**src/rtl/fetch_icache_pipe.sv**
```systemverilog
// IF stage: PC register, direct-mapped instruction cache and a word-by-word refill FSM.
// Optional hit/miss counters are enabled by defining FETCH_PERF_CNT_EN.
module fetch_icache_pipe #(
    parameter int                ADDR_W         = 32,
    parameter int                DATA_W         = 32,
    parameter int                LINES          = 16,
    parameter int                WORDS_PER_LINE = 4,
    parameter logic [ADDR_W-1:0] RESET_PC       = '0
) (
    input  logic              clk,
    input  logic              reset,
    input  logic              stall,
    input  logic              PCSrc,
    input  logic [ADDR_W-1:0] addr_branch,
    output logic              mem_req,
    output logic [ADDR_W-1:0] mem_addr,
    input  logic              mem_ack,
    input  logic [DATA_W-1:0] mem_rdata,
    output logic              valid_out,
    output logic              hit_out,
    output logic [ADDR_W-1:0] addr_out,
    output logic [DATA_W-1:0] instruction_out
`ifdef FETCH_PERF_CNT_EN
    ,
    output logic [31:0]       hit_count,
    output logic [31:0]       miss_count
`endif
);

    localparam int OFF_W   = $clog2(WORDS_PER_LINE);
    localparam int IDX_W   = $clog2(LINES);
    localparam int WI_W    = OFF_W + IDX_W;
    localparam int TAG_LSB = 2 + WI_W;
    localparam int CNT_W   = (OFF_W > 0) ? OFF_W : 1;
    localparam logic [CNT_W-1:0]  CNT_LAST  = CNT_W'(WORDS_PER_LINE - 1);
    localparam logic [ADDR_W-1:0] LINE_MASK = ~ADDR_W'(4 * WORDS_PER_LINE - 1);

    typedef enum logic {S_RUN, S_REFILL} state_t;

    state_t                    r_state;
    logic [ADDR_W-1:0]         r_pc;
    logic [CNT_W-1:0]          r_cnt;
    logic                      r_pend_v;
    logic [ADDR_W-1:0]         r_pend_addr;
    logic                      r_mem_req;
    logic [ADDR_W-1:0]         r_mem_addr;
    logic                      r_valid_out;
    logic                      r_hit_out;
    logic [ADDR_W-1:0]         r_addr_out;
    logic [DATA_W-1:0]         r_instr;
    logic [LINES-1:0]          r_valid;
    logic [ADDR_W-TAG_LSB-1:0] r_tag  [LINES];
    logic [DATA_W-1:0]         r_data [LINES*WORDS_PER_LINE];

    // Lookup side: index and word offset are contiguous, so one slice addresses the data array.
    logic [IDX_W-1:0]          w_idx;
    logic [WI_W-1:0]           w_word;
    logic [ADDR_W-TAG_LSB-1:0] w_tag;
    logic                      w_hit;
    assign w_idx  = r_pc[2+OFF_W +: IDX_W];
    assign w_word = r_pc[2 +: WI_W];
    assign w_tag  = r_pc[ADDR_W-1:TAG_LSB];
    assign w_hit  = r_valid[w_idx] && (r_tag[w_idx] == w_tag);

    // Refill side: the request address already points at the word being filled.
    logic [IDX_W-1:0]          w_fill_idx;
    logic [WI_W-1:0]           w_fill_word;
    logic                      w_ack;
    logic                      w_last;
    assign w_fill_idx  = r_mem_addr[2+OFF_W +: IDX_W];
    assign w_fill_word = r_mem_addr[2 +: WI_W];
    assign w_ack       = (r_state == S_REFILL) && mem_ack;
    assign w_last      = w_ack && (r_cnt == CNT_LAST);

    always_ff @(posedge clk) begin
        if (w_ack) begin
            r_data[w_fill_word] <= mem_rdata;
        end
        if (w_last) begin
            r_tag[w_fill_idx] <= r_mem_addr[ADDR_W-1:TAG_LSB];
        end
    end

    generate
        for (genvar gi = 0; gi < LINES; gi++) begin : g_valid
            always_ff @(posedge clk or negedge reset) begin
                if (!reset) begin
                    r_valid[gi] <= 1'b0;
                end else if (w_last && (w_fill_idx == IDX_W'(gi))) begin
                    r_valid[gi] <= 1'b1;
                end
            end
        end
    endgenerate

    always_ff @(posedge clk or negedge reset) begin
        if (!reset) begin
            r_state     <= S_RUN;
            r_pc        <= RESET_PC;
            r_cnt       <= '0;
            r_pend_v    <= 1'b0;
            r_pend_addr <= '0;
            r_mem_req   <= 1'b0;
            r_mem_addr  <= '0;
            r_valid_out <= 1'b0;
            r_hit_out   <= 1'b0;
            r_addr_out  <= '0;
            r_instr     <= '0;
        end else begin
            case (r_state)
                S_RUN: begin
                    if (PCSrc) begin
                        r_pc        <= addr_branch;
                        r_valid_out <= 1'b0;
                    end else if (stall) begin
                        r_pc <= r_pc;
                    end else if (w_hit) begin
                        r_instr     <= r_data[w_word];
                        r_addr_out  <= r_pc + ADDR_W'(4);
                        r_valid_out <= 1'b1;
                        r_hit_out   <= 1'b1;
                        r_pc        <= r_pc + ADDR_W'(4);
                    end else begin
                        r_valid_out <= 1'b0;
                        r_hit_out   <= 1'b0;
                        r_mem_req   <= 1'b1;
                        r_mem_addr  <= r_pc & LINE_MASK;
                        r_cnt       <= '0;
                        r_pend_v    <= 1'b0;
                        r_state     <= S_REFILL;
                    end
                end
                S_REFILL: begin
                    // Redirects never abort a refill; the newest one is replayed afterwards.
                    if (PCSrc) begin
                        r_pend_v    <= 1'b1;
                        r_pend_addr <= addr_branch;
                    end
                    if (w_ack) begin
                        if (r_cnt == CNT_LAST) begin
                            r_mem_req <= 1'b0;
                            r_pend_v  <= 1'b0;
                            r_state   <= S_RUN;
                            if (PCSrc) begin
                                r_pc <= addr_branch;
                            end else if (r_pend_v) begin
                                r_pc <= r_pend_addr;
                            end
                        end else begin
                            r_cnt      <= r_cnt + CNT_W'(1);
                            r_mem_addr <= r_mem_addr + ADDR_W'(4);
                        end
                    end
                end
                default: r_state <= S_RUN;
            endcase
        end
    end

`ifdef FETCH_PERF_CNT_EN
    logic        w_run_go;
    logic [31:0] r_hit_count;
    logic [31:0] r_miss_count;
    assign w_run_go = (r_state == S_RUN) && !PCSrc && !stall;

    always_ff @(posedge clk or negedge reset) begin
        if (!reset) begin
            r_hit_count  <= '0;
            r_miss_count <= '0;
        end else if (w_run_go) begin
            if (w_hit && (r_hit_count != 32'hFFFF_FFFF)) begin
                r_hit_count <= r_hit_count + 32'd1;
            end
            if (!w_hit && (r_miss_count != 32'hFFFF_FFFF)) begin
                r_miss_count <= r_miss_count + 32'd1;
            end
        end
    end

    assign hit_count  = r_hit_count;
    assign miss_count = r_miss_count;
`endif

    assign mem_req         = r_mem_req;
    assign mem_addr        = r_mem_addr;
    assign valid_out       = r_valid_out;
    assign hit_out         = r_hit_out;
    assign addr_out        = r_addr_out;
    assign instruction_out = r_instr;

endmodule

```
**config.mk**
```make
export PLATFORM = sky130hd
export DESIGN_NAME = fetch_icache_pipe
export DESIGN_NICKNAME = d
export VERILOG_FILES = /design/src/rtl/fetch_icache_pipe.sv
export SDC_FILE = /design/constraint.sdc
export NUM_CORES = 2
export LEC_CHECK = 0
export CAP_MARGIN = 15
export CORE_MARGIN = 5
export CORE_UTILIZATION = 56
export CTS_CLUSTER_DIAMETER = 50
export CTS_CLUSTER_SIZE = 40
export DETAILED_ROUTE_END_ITERATION = 10
export GPL_TIMING_DRIVEN = 0
export PLACE_DENSITY = 0.73
export RECOVER_POWER = 100
export SYNTH_ARGS = -nofsm -noshare
export SYNTH_HDL_FRONTEND = slang
export SYNTH_SLANG_ARGS = --single-unit
```
**constraint.sdc**
```tcl
create_clock -name clk -period 5.2 [get_ports clk]
set_input_delay 1.04 -clock clk [delete_from_list [all_inputs] [get_ports clk]]
set_output_delay 1.04 -clock clk [all_outputs]
set_load 0.005 [all_outputs]
```
---- Word-level counts from Yosys, hierarchy flattened ----
Memories as Yosys holds them, arrays and structs flattened. A register that Yosys moved wholly into a read port is not among the register bits.
Index checks and enable logic that the tools add are counted.
cells by class
  mux-type cells .......................... 48
  bitwise gates (word level) .............. 3
  multipliers ............................. 0
  add/sub/neg operators ................... 3
  shift operators ......................... 0
  equality and inequality tests ........... 27
  $lt $le $gt $ge ......................... 1
  reductions and logical operators ........ 29
  div/mod/pow operators ................... 0
operators with widths
  kind                     count
  $mux W32                 12
  $pmux W32 S2             2
  $add A32 B3 Y32 const B  2
  $eq A4 B4 Y1 const B     8
  $eq A24 B24 Y1           1
  $mux W1                  24
  $logic_and A1 B1 Y1      19
  $eq A4 B3 Y1 const B     4
  $reduce_and A5 Y1        3
  $mux W2                  5
  $eq A4 B2 Y1 const B     2
  $ne A2 B2 Y1 const B     4
  $ne A2 B1 Y1 const B     3
  $ne A3 B3 Y1 const B     2
  $pmux W1 S2              3
  $reduce_and A3 Y1        2
  $lt A4 B5 Y1 const B     1
  $bmux W1 S4              1
  $eq A4 B1 Y1 const B     1
  $logic_not A4 Y1         1
  $pmux W2 S2              1
  $reduce_and A2 Y1        2
  $reduce_and A4 Y1        1
  $ne A3 B2 Y1 const B     1
  4 further kinds          6
storage, ports and cells
  input bits .............................. 69
  output and inout port bits .............. 99
  RAM bits ................................ 2,432
  logic and storage cells ................. 139
  memories kept ........................... 2
  memory bits (read-only) ................. 0
  latch bits .............................. 0
  flip-flop bits (word level) ............. 151
memory list
  name    words  width  rd ports  clocked after memory_dff  write ports  RTL line  RTL
  r_data  64     32     1         1                         1            53        logic [DATA_W-1:0] r_data [LINES*WORDS_PER_LINE];
  r_tag   16     24     1         0                         1            52        logic [ADDR_W-TAG_LSB-1:0] r_tag [LINES];

---- Logic depth before layout (Yosys ltp) ----
  depth after elaboration ................. 7
  depth in mapped cells ................... 16
  gate-level depth less buffers ........... 10

---- Worst setup path before layout ----
No wires, ideal clock.
  path kind ............................... in2reg
  start ................................... input mem_ack
  end ..................................... memory r_data[48][0], enable pin
  data required time ...................... 4.697 ns
  slack ................................... -0.162 ns
  arrival ................................. 4.859 ns
  cell stages on the path ................. 4
  library setup time ...................... 0.503 ns
  path buffers ............................ 1
  cell sequence ........................... and2_1 clkbuf_1 nand4b_1 nor4_1
between the ends
  cells in the longest elaborated chain, start to end .. 3
RTL lines
  what                           RTL line  RTL
  start: declaration             17        input logic mem_ack,
  $logic_and A1 B1 Y1            72        assign w_ack = (r_state == S_REFILL) && mem_ack;
  $mux W1                        76        if (w_ack) begin
  $mux W1 (not written as such)  77        r_data[w_fill_word] <= mem_rdata;
  end: declaration               53
No other way between the ends.

---- Final worst setup path ----
  start ................................... register r_pc[5]
  end ..................................... register r_addr_out[24], in the netlist addr_out[24]
between the ends
  cells in the longest elaborated chain, start to end .. 4
  elaborated cells between the ends (all ways) .. 7
  those cells by class .................... 1 x add/sub; 1 x eq/ne; 2 x mux; 2 x reduce/logical; 1 x memory
RTL lines
  what                                                   RTL line  RTL
  start: declaration                                     41        logic [ADDR_W-1:0] r_pc;
  start signal: assignment                               113       r_pc <= addr_branch;
  start signal: assignment                               116       r_pc <= r_pc;
  start signal: assignment                               122       r_pc <= r_pc + ADDR_W'(4);
  $mem_v2 Z16 W24 / $bmux W1 S4 (equally long branches)  n/a
  $eq A24 B24 Y1 / $mux W1 (equally long branches)       63        assign w_hit = r_valid[w_idx] && (r_tag[w_idx] == w_tag);
  $logic_and A1 B1 Y1                                    63
  $reduce_and A4 Y1 (no source line)                     n/a
  end signal: assignment                                 119       r_addr_out <= r_pc + ADDR_W'(4);
  end: declaration                                       49        logic [ADDR_W-1:0] r_addr_out;
Several ways; a longest one is shown, not always the timed one. The select of a mux whose other input is x is not followed.
A chain may end at the register's enable or synchronous reset.

==> results.yml <==
synthesis:
  muxShareOfSynthArea_pct: 18.7
  ys_ff_latch: 2613
  synth_top_family_by_area: "multiplexers"
  synth-xor-area-share_pct: 0.369
  synth_adder_area_share_pct: 0.0368
  synthCells: 4578
  ys_seq_area_share_pct: 76.1
  synth_top_area_share_pct: 71.6
  yosys_warnings: 0
  synth_edf_count: 2432
  syn_area_um2: 102000
  synthFlopType: "edfxtp_1"
  synth-simple-area-share_pct: 1.84
  synth_area_leaders: "edfxtp_1 72%, mux4_2 16%, dfrtp_1 4.4%, mux2_2 0.93%, mux2i_1 0.78%"
  synth-compound-area-share_pct: 1.68
  avgSynthCellArea_um2: 22.3
  yosysTopAreaCell: "edfxtp_1"
  async_flop_share_pct: 6.93
  synth_cell_type_count: 75
finish:
  postLayoutCellArea_um2: 114000
  nFillCells: 11900
  area_growth_syn_to_layout_pct: 11.7
  drive_above_1_share_pct: 25.0
  final_nets: 5139
routing:
  vias: 51200
  avgViaCountPerCell: 6.75
  initialDrtViolationCount: 7053
  wl_um: 281000
  wl_per_cell_um: 37.0
  drtPass1Iterations: 6
  ant_nets: 0
  drc: 0
power:
  switching_share_pct: 34.4
  intPower_uw: 39500
  peakVddDrop_mv: 0.417
  power_uw: 60300
  p_switching_uw: 20700
  p_clk_share_pct: 25.0
  powerDensity_nw_per_um2: 529
  combPwrFrac_pct: 33.0
  pwr-share-seq_pct: 41.9
  cellLeakagePower_uw: 0.0364
global_route:
  grt_max_degree: 100
  grt_pass1_vias: 51300
  grt_usage_pct: 29.6
  grt_pass1_wl_um: 395000
  grt_overflow: 0
  antenna_found_initial: 22
place:
  placed_cell_area_um2: 110000
  io_buffers: 164
  place_congestion: 0.983
  dp_hpwl_um: 193000
clocking:
  clock-sinks: 2613
  cts_buffer_depth: 3
  cts_setup_buffers: 0
  postCtsHoldBufs: 0
  path_clk_slew_ns: 0.08
  cts_buffers: 172
  cts_tree: "yes"
  clockRootBuffer: "clkbuf_16"
  clock_latency_ns: 0.86
  htree_levels: 4
floorplan:
  dieWidth_um: 437
  fp.dieArea_um2: 191000
  start_util_pct: 56.4
  pin_count: 168
  coreArea_um2: 181000
  dieHeight_um: 437
  rows: 156
status:
  status: "finished with violations"
  violations: "max-capacitance violations, max-slew violations, negative setup slack"
hold_path:
  min_to: "r_valid[4]"
  hp-class: "reg -> reg"
  worstHoldStart: "r_valid[4]"
  worstHoldPathCells: 1
timing:
  rsz0062_at_grt: "no"
  timing.slew.headroom_pct: -69.9
  finalClockSkew_ns: 0.0601
  drv_slew: 2986
  finalSetupViolations: 14
  hold_viol_final: 0
  period_needed_ns: 5.22
  tightest_slew_ns: 2.55
  period_share_pct: 100
  layout_setup_ws_ns: -0.0181
  clock.fmax_mhz: 192
  tns_ns: -0.0897
worst_setup_path:
  regToRegSetupSlack_ns: -0.02
  worst-endpoint-arrival_ns: 5.93
  crit_path_end_kind: "flip-flop"
  rr_startpoint: "r_pc[5]"
  reg2reg_depth: 13
  cp-start-kind: "flip-flop"
  path_max_fanout: 10
  r2r-end: "addr_out[24]"
  crit_type: "reg -> reg"
  worstPathRequired_ns: 5.91
run:
  drv.max_cap_violation_count: 115
==> registers in the layout, summed over array words and instances (netlist names) <==
register         count
r_cnt                2
mem_addr            30
hit_out              1
r_tag              384
addr_out            32
mem_req              1
r_valid             16
valid_out            1
instruction_out     32
r_data            2048
r_state              1
r_pend_v             1
r_pc                32
r_pend_addr         32
==> layout by cell type (no fill, tap or decap), types with 19 or more instances in the layout <==
master and n:
clkbuf_1 291, dlygate4sd3_1 98, a21oi_1 52, clkinv_8 22, edfxtp_1 2432, a22oi_1 25
nand2_1 104, buf_1 35, nor3_1 29, clkdlybuf4s50_1 33, mux2_2 84, mux2i_1 78
nor2_1 132, clkbuf_2 46, mux4_2 740, inv_1 27, or2_2 24, o21ai_0 59
nand3_1 29, dfrtp_1 181, clkbuf_16 177, mux2_1 59, buf_2 20, o22ai_1 21
xnor2_1 35, buf_8 22, inv_6 32, inv_8 19
==> timing repair <==
item / CTS / global route
resized for setup: 16 / 15
pin swaps: 0 / 1
setup endpoints to repair: 63 / 46
==> stage by stage <==
stage | hold WS [ns] | util (%) | worst slack (ns) | std cells
2_1_floorplan | 0.434 | - | 0.364 | 4579
3_3_place_gp | 0.446 | 58.9 | -5.38 | 7113
3_5_place_dp | 0.452 | 60.7 | -0.627 | 7248
4_1_cts | 0.196 | 64.2 | 0.0105 | 7567
5_1_grt | 0.481 | 62.9 | 0.00752 | 7584
6_report | 0.469 | 62.9 | -0.0181 | 7591
==> worst max-delay path by stage <==
| stage | endpoint | from | slack (ns) | cells past startpoint |
|---|---|---|---|---|
| global route | addr_out[27] | r_pc[5] | 0.008 | 13 |
| CTS | addr_out[24] | r_pc[5] | 0.01 | 12 |
| detailed placement | instruction_out[7] | r_pc[2] | -0.63 | 8 |
| finish | addr_out[24] | r_pc[5] | -0.02 | 13 |
| global placement | instruction_out[2] | reset | -5.38 | 1 |
| floorplan | r_data[31][0] | mem_ack | 0.36 | 2 |
==> critical path, cell delays in order, from the launching register on <==
cell	delay [ns]
dfrtp_1	0.56
buf_4	0.29
nand2_1	0.17
clkbuf_2	0.40
o22ai_1	0.25
a222oi_1	0.32
o211ai_1	0.18
a2111oi_1	0.60
nand4_1	0.47
nor4_2	0.43
nand2_1	0.29
buf_2	0.46
buf_2	0.31
mux2_1	0.35
==> cell type report <==
cell class / count / area (um2) / area share (%)
Sequential cell: 2613 / 77600 / 68.1
Multi-Input combinational cell: 1666 / 23100 / 20.3
Clock buffer: 184 / 4470 / 3.92
Tap cell: 2370 / 2970 / 2.60
Timing Repair Buffer: 314 / 2570 / 2.26
Clock inverter: 135 / 1790 / 1.57
Buffer: 271 / 1240 / 1.09
Inverter: 29 / 109 / 0.0956
Antenna cell: 9 / 22.5 / 0.0198
==> cell families (layout without fill, tap and decap cells) <==
family | after synthesis | count (layout)
buffers and inverters | 300 | 933
XOR/XNOR | 43 | 43
flip-flops | 2613 | 2613
multiplexers | 963 | 963
AND/OR/NAND/NOR | 400 | 400
other | 1 | 11
AO/OA/AOI/OAI | 255 | 255
adder cells (fa/ha/maj) | 3 | 3
==> Yosys cell counts (all sizes together) (5+ instances only) <==
| library cell | n |
|---|---|
| dfrtp | 181 |
| nor3 | 29 |
| o221ai | 9 |
| o211ai | 7 |
| mux2i | 79 |
| nand3b | 6 |
| a211oi | 6 |
| nand4 | 11 |
| o221a | 8 |
| o21ai | 59 |
| xor2 | 8 |
| clkbuf | 174 |
| nand2 | 104 |
| xnor2 | 35 |
| o22ai | 21 |
| nor2 | 132 |
| inv | 28 |
| nor4 | 14 |
| buf | 97 |
| a211o | 6 |
| edfxtp | 2432 |
| nor2b | 5 |
| and2 | 9 |
| nand3 | 29 |
| and3 | 13 |
| nand2b | 5 |
| a221oi | 5 |
| a21oi | 52 |
| a31oi | 12 |
| or3 | 5 |
| mux4 | 740 |
| a22oi | 25 |
| mux2 | 144 |
| or2 | 24 |
==> power groups by stage <==
stage | registers [uW] | logic, uW | clock network (uW)
floorplan | 25100 | 11600 | 0
global placement | 25700 | 19100 | 0
CTS | 25200 | 20000 | 15200
finish | 25300 | 19900 | 15100
detailed placement | 25700 | 19800 | 0
global route | 25300 | 20600 | 16100
==> layer usage <==
| layer | wire length (um) | global-route usage (%) |
|---|---|---|
| met1 | 96600 | 38.3 |
| met2 | 137000 | 47.8 |
| met3 | 28100 | 6.40 |
| met4 | 19100 | 15.6 |
| met5 | 76 | 0 |
No activity file was read; power rests on OpenSTA's default activity.
